### src/rtl/sound_cmd_latch_if.sv
// 68k/Z80 sound-code bus between the host side (master) and sound_cmd_latch (slave).
interface sound_cmd_if;
  logic       SNDDT;
  logic [7:0] DIN;
  logic       SNDON;
  logic       nSNDCS;
  logic       nRD;
  logic       nM1;
  logic       nIORQ;
  logic [7:0] DOUT;
  logic       DOUT_OE;
  logic       nINT;
  logic       EMPTY;
  logic       FULL;
  logic       OVF;

  modport master (
    output SNDDT, DIN, SNDON, nSNDCS, nRD, nM1, nIORQ,
    input  DOUT, DOUT_OE, nINT, EMPTY, FULL, OVF
  );

  modport slave (
    input  SNDDT, DIN, SNDON, nSNDCS, nRD, nM1, nIORQ,
    output DOUT, DOUT_OE, nINT, EMPTY, FULL, OVF
  );
endinterface

### src/rtl/sound_cmd_latch.sv
// 68k->Z80 sound command latch with Z80 IRQ handshake.
// Define SNDCMD_FIFO_EN to replace the single latch with a 2^DEPTH_LOG2-entry FIFO.
module sound_cmd_latch #(
  parameter int unsigned DEPTH_LOG2 = 2
) (
  input  logic        clk_main,
  input  logic        nRESET,
  sound_cmd_if.slave  bus
);

  if (DEPTH_LOG2 < 1 || DEPTH_LOG2 > 8) begin : g_depth_chk
    $error("sound_cmd_latch: DEPTH_LOG2 must be in 1..8");
  end

  logic rd_term, ack_term, rd_active;
  logic snddt_q, snddt_d, sndon_q, sndon_d, ack_q, ack_d;
  logic irq_q, irq_d;
  logic wr_ev, sndon_rise, ack_fall;
  logic [7:0] head;

  assign rd_term    = bus.nSNDCS | bus.nRD;
  assign ack_term   = bus.nM1 | bus.nIORQ;
  assign wr_ev      = snddt_q & ~bus.SNDDT;
  assign sndon_rise = ~sndon_q & bus.SNDON;
  assign ack_fall   = ack_q & ~ack_term;
  // Gated by reset so the bus is released the instant reset asserts.
  assign rd_active  = ~rd_term & nRESET;

  always_comb begin
    snddt_d = bus.SNDDT;
    sndon_d = bus.SNDON;
    ack_d   = ack_term;
    irq_d   = irq_q;
    if (ack_fall)   irq_d = 1'b0;
    if (sndon_rise) irq_d = 1'b1;
  end

  always_ff @(posedge clk_main or negedge nRESET) begin
    if (!nRESET) begin
      snddt_q <= 1'b1;
      sndon_q <= 1'b0;
      ack_q   <= 1'b1;
      irq_q   <= 1'b0;
    end else begin
      snddt_q <= snddt_d;
      sndon_q <= sndon_d;
      ack_q   <= ack_d;
      irq_q   <= irq_d;
    end
  end

`ifdef SNDCMD_FIFO_EN
  localparam int unsigned DEPTH = 1 << DEPTH_LOG2;
  localparam logic [DEPTH_LOG2:0] CNT_FULL = {1'b1, {DEPTH_LOG2{1'b0}}};

  logic [7:0]            mem_q [DEPTH];
  logic [7:0]            mem_d [DEPTH];
  logic [DEPTH_LOG2-1:0] wr_ptr_q, wr_ptr_d, rd_ptr_q, rd_ptr_d;
  logic [DEPTH_LOG2:0]   cnt_q, cnt_d;
  logic [7:0]            last_q, last_d;
  logic                  ovf_q, ovf_d, rd_q, rd_d;
  logic                  fifo_empty, fifo_full, push, pop;

  assign fifo_empty = (cnt_q == '0);
  assign fifo_full  = (cnt_q == CNT_FULL);
  assign push       = wr_ev & ~fifo_full;
  assign pop        = ~rd_q & rd_term & ~fifo_empty;
  // An empty FIFO keeps presenting whatever was popped last.
  assign head       = fifo_empty ? last_q : mem_q[rd_ptr_q];

  always_comb begin
    mem_d    = mem_q;
    wr_ptr_d = wr_ptr_q;
    rd_ptr_d = rd_ptr_q;
    cnt_d    = cnt_q;
    last_d   = last_q;
    ovf_d    = ovf_q;
    rd_d     = rd_term;
    if (push) begin
      mem_d[wr_ptr_q] = bus.DIN;
      wr_ptr_d        = wr_ptr_q + 1'b1;
    end
    if (wr_ev && fifo_full) ovf_d = 1'b1;
    if (pop) begin
      last_d   = mem_q[rd_ptr_q];
      rd_ptr_d = rd_ptr_q + 1'b1;
    end
    if (push && !pop)      cnt_d = cnt_q + 1'b1;
    else if (pop && !push) cnt_d = cnt_q - 1'b1;
  end

  always_ff @(posedge clk_main or negedge nRESET) begin
    if (!nRESET) begin
      for (int unsigned i = 0; i < DEPTH; i++) mem_q[i] <= '0;
      wr_ptr_q <= '0;
      rd_ptr_q <= '0;
      cnt_q    <= '0;
      last_q   <= '0;
      ovf_q    <= 1'b0;
      rd_q     <= 1'b1;
    end else begin
      mem_q    <= mem_d;
      wr_ptr_q <= wr_ptr_d;
      rd_ptr_q <= rd_ptr_d;
      cnt_q    <= cnt_d;
      last_q   <= last_d;
      ovf_q    <= ovf_d;
      rd_q     <= rd_d;
    end
  end

  assign bus.EMPTY = fifo_empty;
  assign bus.FULL  = fifo_full;
  assign bus.OVF   = ovf_q;
`else
  // Reads never consume the latch, so the end-of-read edge has no use here.
  logic [7:0] latch_q, latch_d;
  logic       empty_q, empty_d;

  assign head = latch_q;

  always_comb begin
    latch_d = latch_q;
    empty_d = empty_q;
    if (wr_ev) begin
      latch_d = bus.DIN;
      empty_d = 1'b0;
    end
  end

  always_ff @(posedge clk_main or negedge nRESET) begin
    if (!nRESET) begin
      latch_q <= '0;
      empty_q <= 1'b1;
    end else begin
      latch_q <= latch_d;
      empty_q <= empty_d;
    end
  end

  assign bus.EMPTY = empty_q;
  assign bus.FULL  = 1'b0;
  assign bus.OVF   = 1'b0;
`endif

  assign bus.DOUT    = rd_active ? head : 8'h00;
  assign bus.DOUT_OE = rd_active;
  assign bus.nINT    = ~irq_q;

endmodule

### src/flat_wrapper.sv
// flat-port wrapper written by rule: the top's interface ports become plain ports
module sound_cmd_latch_flat 
#(
  parameter int unsigned DEPTH_LOG2 = 2
)
  (clk_main, nRESET, bus_SNDDT, bus_DIN, bus_SNDON, bus_nSNDCS, bus_nRD, bus_nM1, bus_nIORQ, bus_DOUT, bus_DOUT_OE, bus_nINT, bus_EMPTY, bus_FULL, bus_OVF);
  sound_cmd_if bus_i ();
  input  logic clk_main;
  input  logic nRESET;
  input wire logic [$bits(bus_i.SNDDT)-1:0] bus_SNDDT;
  input wire logic [$bits(bus_i.DIN)-1:0] bus_DIN;
  input wire logic [$bits(bus_i.SNDON)-1:0] bus_SNDON;
  input wire logic [$bits(bus_i.nSNDCS)-1:0] bus_nSNDCS;
  input wire logic [$bits(bus_i.nRD)-1:0] bus_nRD;
  input wire logic [$bits(bus_i.nM1)-1:0] bus_nM1;
  input wire logic [$bits(bus_i.nIORQ)-1:0] bus_nIORQ;
  output wire logic [$bits(bus_i.DOUT)-1:0] bus_DOUT;
  output wire logic [$bits(bus_i.DOUT_OE)-1:0] bus_DOUT_OE;
  output wire logic [$bits(bus_i.nINT)-1:0] bus_nINT;
  output wire logic [$bits(bus_i.EMPTY)-1:0] bus_EMPTY;
  output wire logic [$bits(bus_i.FULL)-1:0] bus_FULL;
  output wire logic [$bits(bus_i.OVF)-1:0] bus_OVF;
  assign bus_i.SNDDT = bus_SNDDT;
  assign bus_i.DIN = bus_DIN;
  assign bus_i.SNDON = bus_SNDON;
  assign bus_i.nSNDCS = bus_nSNDCS;
  assign bus_i.nRD = bus_nRD;
  assign bus_i.nM1 = bus_nM1;
  assign bus_i.nIORQ = bus_nIORQ;
  assign bus_DOUT = bus_i.DOUT;
  assign bus_DOUT_OE = bus_i.DOUT_OE;
  assign bus_nINT = bus_i.nINT;
  assign bus_EMPTY = bus_i.EMPTY;
  assign bus_FULL = bus_i.FULL;
  assign bus_OVF = bus_i.OVF;
  sound_cmd_latch #(.DEPTH_LOG2(DEPTH_LOG2)) u_core (.clk_main(clk_main), .nRESET(nRESET), .bus(bus_i));
endmodule
### config.mk
export PLATFORM = sky130hd
export DESIGN_NAME = sound_cmd_latch_flat
export DESIGN_NICKNAME = d
export VERILOG_FILES = /design/src/rtl/sound_cmd_latch_if.sv /design/src/rtl/sound_cmd_latch.sv /design/src/flat_wrapper.sv
export SDC_FILE = /design/constraint.sdc
export NUM_CORES = 1
export LEC_CHECK = 0
export CORE_UTILIZATION = 38
export DETAILED_ROUTE_END_ITERATION = 16
export PLACE_DENSITY = 0.87
export REMOVE_ABC_BUFFERS = 1
export SKIP_LAST_GASP = 1
export SLEW_MARGIN = 5
export SYNTH_ARGS = -nofsm -noshare
export SYNTH_HDL_FRONTEND = slang
export SYNTH_SLANG_ARGS = --single-unit
### constraint.sdc
create_clock -name clk_main -period 1.45 [get_ports clk_main]
set_input_delay 0.145 -clock clk_main [delete_from_list [all_inputs] [get_ports clk_main]]
set_output_delay 0.145 -clock clk_main [all_outputs]
set_load 0.01 [all_outputs]
==> results of run 1 <==
stage by stage:
stage	instance area (um2)	instances
final	903.4	88
after global routing	903.4	88
after CTS	900.9	88
after detailed placement	862.1	81
after global placement	862.1	81
after floorplan	575.6	39
area by class of cell:
type                       instances  area share
sequential                        13      0.3643
multi-input combinational         24      0.2645
tap                               15     0.02078
inverter                           2    0.008310
timing repair buffer              30      0.3130
clock buffer                       4     0.02909
worst reg2reg max path, stage by stage (launching register included):
cell and delay [ns]:
dfstp_2 0.53, nor2b_4 0.33, mux2_4 0.34
layout by cell type, fill, tap and decap left out:
cell | Yosys | routed
and2_1 | 8 | 8
and2b_2 | 1 | 1
buf_2 | 0 | 1
buf_4 | 2 | 1
buf_6 | 1 | 1
clkbuf_1 | 0 | 1
clkbuf_4 | 0 | 3
clkdlybuf4s15_2 | 0 | 1
clkdlybuf4s50_1 | 0 | 12
conb_1 | 1 | 2
dfrtp_1 | 10 | 10
dfstp_2 | 3 | 3
dlygate4sd2_1 | 0 | 12
dlygate4sd3_1 | 0 | 1
dlymetal6s2s_1 | 0 | 1
inv_1 | 2 | 2
mux2_4 | 8 | 8
nor2b_4 | 1 | 1
nor3b_4 | 1 | 1
o21ai_0 | 1 | 1
o221ai_1 | 1 | 1
or2_2 | 1 | 1
where the power goes:
part           internal (mW)  leakage, nW  switching (mW)
sequential             0.405        0.147          0.0225
clock                  0.106       0.0150           0.106
combinational          0.111        0.301          0.0527
kinds of logic after synthesis:
kind of cell	Yosys count
flops	13
simple gates	12
mux	8
buf+inv	5
compound gates	2
other cells	1
state kept, by name, summed over array words and instances (netlist names):
| name | count |
|---|---|
| u_core.head | 8 |
| u_core.snddt_q | 1 |
| u_core.irq_q | 1 |
| u_core.ack_q | 1 |
| u_core.bus.EMPTY | 1 |
| u_core.sndon_q | 1 |
worst max path at each step:
stage                             start                    endpoint  slack [ns]  cells past startpoint
2_1_floorplan  u_core.snddt_q$_DFF_PN1_  u_core.head[0]$_DFFE_PN0P_        0.22                      2
3_3_place_gp                     nRESET                 bus_DOUT[2]       -0.40                      4
5_1_grt                      bus_nSNDCS                 bus_DOUT[7]        0.07                      5
3_5_place_dp                     nRESET                 bus_DOUT[1]       -0.45                      4
4_1_cts        u_core.irq_q$_DFFE_PN0P_                    bus_nINT        0.03                      2
6_report                     bus_nSNDCS                 bus_DOUT[7]        0.13                      5
layer usage:
layer / vias up / global-route usage
li1: 193 / -
met1: 183 / 0.1899
met2: 18 / 0.2594
met3: 0 / 0.03913
met4: 0 / 0.03871
met5: - / 0
timing repair:
action | in CTS | in global routing
gates resized for setup | 16 | 1
setup buffers | 1 | 0
endpoints found under the hold margin | 10 | 0
hold buffers | 1 | 0
pin swaps | 1 | 0
cloned | 1 | 0
endpoints found under the setup margin | 10 | 1
==> results.md, run 1 <==
* Outcome: completed
* Asr flop ratio synth at 1.000
* Detailed Route Iter0 Violations at 4
* Cells along the critical path: dlygate4sd2_1 -> nor3b_4 -> buf_2 -> and2_1 -> dlygate4sd2_1
* CTS tree: yes
* Vias in the first global route at 424
* Metal3 WL at ~75 um
* Met2 WL at 605 um
* Largest family of logic cells by synthesized area: multiplexers
* Max Cap Viol at 0
* Worst setup margin at around 0.13 ns
* Clk sink count at 13
* Area grow syn2layout at 51.05%
* Top post-synthesis cells by area: dfrtp_1 (42%), mux2_4 (20%), dfstp_2 (13%)
* F_max at 758.8 MHz
* Detail Placement HPWL at 890.6 um
* Skew final at 0.003157 ns
* R2r setup slk at 0.14 ns
* Core Area at 1383 um2
* CP bufs+invs at 3
* Initial antenna violation count at 0
* Top Metal Used: met3
* Largest stage delay, worst path at roughly 0.26 ns
* FP Rows at 13
* Cells after Synth at 41
* Family with the most delay on the worst path: buffers and inverters
* FF+latch count, synth at 13
* Io pins at 29
* Filler instances at 109
* Most used DFF post-synth: dfrtp_1
* All-layer global routing usage at 0.1519
* Post-Synth Simple-Gate Area at 0.1632
* Hold_ws at 0.3523 ns
* Maximum clock path buffer count at 2
* Most frequent cell after synthesis: dfrtp_1
* Final setup TNS at 0 ns
* Worst Hold Class: input pin to flop
* Fin. max-slew vios at 0
* DRC Markers at 0
* Die Span Y at roughly 42 um
* Worst-path cell with the longest stage delay: dlygate4sd2_1
* Die W at 41.67 um
* Layout cells sized above 1 at 0.3014
* Skew-Pair Late Insertion Delay at 0.26 ns
* Worst min-delay path startpoint: bus_SNDON
* Power per Cell Area at 889.9 nW/um2
* Cts bufs inserted at 3
* Unique masters post-synth at 14
* DR WL/cell at about 14 um
* Clock-pin slew on the worst setup and hold paths at 0.07 ns
* Synth top area share at 0.4184
* CP max FO at 4
* Post-place setup slack at -0.4502 ns
* Pleak at ~0.46 nW
* Worst Hold End: u_core.sndon_q$_DFF_PN0_
* Pin count of the biggest net entering global routing at 14
* Antenna diodes at 0
* FF-to-FF End: u_core.head[0]$_DFFE_PN0P_
* WHS Path Cells at 1
* Pre-antenna DRT Iters at 4
* Register area at approximately 330 um2
* Die area at 1736 um2
* Met1 WL at between 500 and 600 um
* Crit Reg-Reg Startpoint: u_core.snddt_q$_DFF_PN1_
* H-tree levels at 1
* RSZ-0062 raised after global routing: no
* Post-route ant nets at 0
* Commonest cells post-synth: dfrtp_1 (10), and2_1 (8), mux2_4 (8), dfstp_2 (3)
* Post-synthesis sequential area ratio at 0.5502
* Total Wirelength at 1193 um
* Area of the multi-input gates at 239.0 um2
* GPL Wtd Cong at 0.6581
* Starting Density at 0.4326
* Avg Cell Area, Syn at around 15 um2
* Arrival time at the worst endpoint at 1.17 ns
* Final hold vios at 0
* Final Cycle Share at 0.9088
* Grt total ovfl at 0
* Global-route wire length before repair at 1938 um
* Detailed-route via count at 394
* Req. time, crit path at 1.31 ns
* Number of synthesized flops with an enable pin at 0
* Final nets at 90
* Crit end category: output pin
* Post-synthesis compound-gate area fraction at 0.02301
* Mux contribution to synthesized area at 0.2008
* Yosys warnings at 0
* FF-to-FF path depth at 2
* Xor/xnor share of the synthesized area at 0
* WS Path Type: input pin to output pin
* Worst vdd ir at approximately 0.56 mV
* Area share of fa/ha/maj cells after synthesis at 0
* Setup violations, final at 0
* Root Buffer: clkbuf_4
* Quantity of I/O buffers inserted on ports at 26
* Critical Path Start Type: input pin
* Mapped cell area at 598.1 um2
* Most frequent CP cell: dlygate4sd2_1
* Layout Utilization at 0.6534
* Area leader, netlist: dfrtp_1
* Fin crit period at 1.318 ns
* Total power at 0.8039 mW
* Vias per cell at 4.477
Power figures use the tool's default switching activity.
==> run 2: changes to the inputs <==
Settings changed: ABC_CLOCK_PERIOD_IN_PS set to 1450, CORE_AREA set to 2 2 39 41, CORE_UTILIZATION 38 to unset, DIE_AREA set to 0 0 41 43, DONT_BUFFER_PORTS set to 1, GPL_ROUTABILITY_DRIVEN set to 0, PLACE_DENSITY 0.87 to 0.71.
==> results.md, run 2 (same netlist as run 1, synthesis figures left out) <==
* CP bufs+invs at 0
* Worst min-delay path startpoint: bus_DIN[2]
* H-tree levels at 1
* Detailed-route via count at approximately 330
* Total Wirelength at 991 um
* Slew margin rel. at 0.6279
* Vias in the first global route at about 320
* Final hold vios at 0
* FP Rows at 14
* Power per Cell Area at 1064 nW/um2
* Core Area at 1384 um2
* Crit Reg-Reg Startpoint: u_core.snddt_q$_DFF_PN1_
* Root Buffer: clkbuf_4
* Detailed Route Iter0 Violations at 0
* Antenna diodes at 0
* Initial antenna violation count at 0
* R2r setup slk at 0.14 ns
* Cts bufs inserted at 3
* F_max at 766.3 MHz
* Cells along the critical path: nor2b_4 -> mux2_4
* Final nets at 69
* Fin. max-slew vios at 0
* Maximum clock path buffer count at 2
* Skew final at 0.006510 ns
* WHS Path Cells at 1
* PostCTS Resize Cnt at 0
* Post-place setup slack at approximately 0.15 ns
* Crit end category: flop
* DR WL/cell at around 15 um
* Final Cycle Share at 0.9000
* Detail Placement HPWL at 689.6 um
* Max Cap Viol at 0
* Worst vdd ir at 0.7222 mV
* CTS tree: yes
* Fin crit period at 1.305 ns
* Die area at approximately 1800 um2
* Pre-antenna DRT Iters at 1
* Die Span Y at 43 um
* Most frequent cells in the layout: dfrtp_1 (10), dlygate4sd3_1 (9), and2_1 (8), mux2_4 (8)
* Vias per cell at roughly 4.9
* Layout Utilization at 0.5145
* Area grow syn2layout at 19.04%
* Actual slew at the worst max-slew pin at 0.5564 ns
* Filler instances at 121
* Global-route wire length before repair at 1414 um
* Max reg flops at 8
* Worst Hold Class: input pin to flop
* Worst Hold End: u_core.head[2]$_DFFE_PN0P_
* Die W at 41 um
* Skew-Pair Late Insertion Delay at about 0.27 ns
* Post-route ant nets at 0
* CP max FO at 9
* Clock-pin slew on the worst setup and hold paths at 0.08 ns
* DRC Markers at 0
* WS Path Type: flop to flop
* Setup violations, final at 0
* Most common cell after layout, fill and taps aside: dfrtp_1
* Io pins at 29
* Pleak at 0.3252 nW
* Grt total ovfl at 0
* FF-to-FF End: u_core.head[1]$_DFFE_PN0P_
* Req. time, crit path at 1.60 ns
* RSZ-0062 raised after global routing: no
* Arrival time at the worst endpoint at between 1 and 1.5 ns
* Quantity of I/O buffers inserted on ports at 0
* CP Launch Point: u_core.snddt_q$_DFF_PN1_
* All-layer global routing usage at 0.1265
* Outcome: completed
* Largest stage delay, worst path at 0.52 ns
* FF-to-FF path depth at 2
* Final setup TNS at 0 ns
* Worst setup margin at 0.1450 ns
* Pin count of the biggest net entering global routing at 14
* Starting Density at 0.4322
* Clk sink count at 13
* Critical Path Start Type: flop
* Worst-path cell with the longest stage delay: dfstp_2
* Family with the most delay on the worst path: flip-flops
* Layout cells sized above 1 at 0.3462
-- run 2: metrics by stage --
step	instance area, um2	cells	hold WS (ns)	power (mW)
2_1_floorplan	575.6	39	-0.1506	0.5094
3_3_place_gp	595.6	55	-0.1503	0.5194
3_5_place_dp	595.6	55	-0.1503	0.5237
4_1_cts	671.9	64	0.002859	0.7625
5_1_grt	711.9	68	0.002657	0.8011
6_report	711.9	68	0.01501	0.7576
-- run 2: worst max path at each step --
stage	end	slack, ns	cells past startpoint
2_1_floorplan	u_core.head[0]$_DFFE_PN0P_	0.22	2
3_3_place_gp	u_core.head[5]$_DFFE_PN0P_	0.18	2
3_5_place_dp	u_core.head[2]$_DFFE_PN0P_	0.15	2
4_1_cts	u_core.head[1]$_DFFE_PN0P_	0.15	2
5_1_grt	u_core.head[1]$_DFFE_PN0P_	0.11	2
6_report	u_core.head[1]$_DFFE_PN0P_	0.14	2
-- run 2: cell type report --
| cell class | count | area [um2] | area share |
|---|---|---|---|
| Sequential cell | 13 | 329.1 | 0.4622 |
| Multi-Input combinational cell | 24 | 239.0 | 0.3357 |
| Timing Repair Buffer | 9 | 90.09 | 0.1265 |
| Clock buffer | 4 | 26.28 | 0.03691 |
| Tap cell | 16 | 20.02 | 0.02812 |
| Inverter | 2 | 7.507 | 0.01054 |
-- run 2: worst reg2reg max path, stage by stage, from the launching register on --
cell	delay [ns]
dfstp_2	0.52
nor2b_4	0.34
mux2_4	0.34
-- run 2: power by group --
part / total, mW / switching, mW / internal, mW
Clock: 0.215 / 0.109 / 0.107
Sequential: 0.425 / 0.0196 / 0.405
Combinational: 0.118 / 0.0420 / 0.0756
Total: 0.758 / 0.170 / 0.587
-- run 2: per-layer routing --
layer,wire [um],part of all wire,up-vias,track usage
li1,-,-,154,-
met1,387,0.39,154,0.1458
met2,462,0.47,20,0.1719
met3,134,0.14,3,0.08901
met4,8,0.0081,0,0.06000
met5,0,0,-,0
-- run 2: repair_timing --
item / CTS / global route
setup buffers: 0 / 0
hold buffers: 5 / 4
hold endpoints to repair: 16 / 4
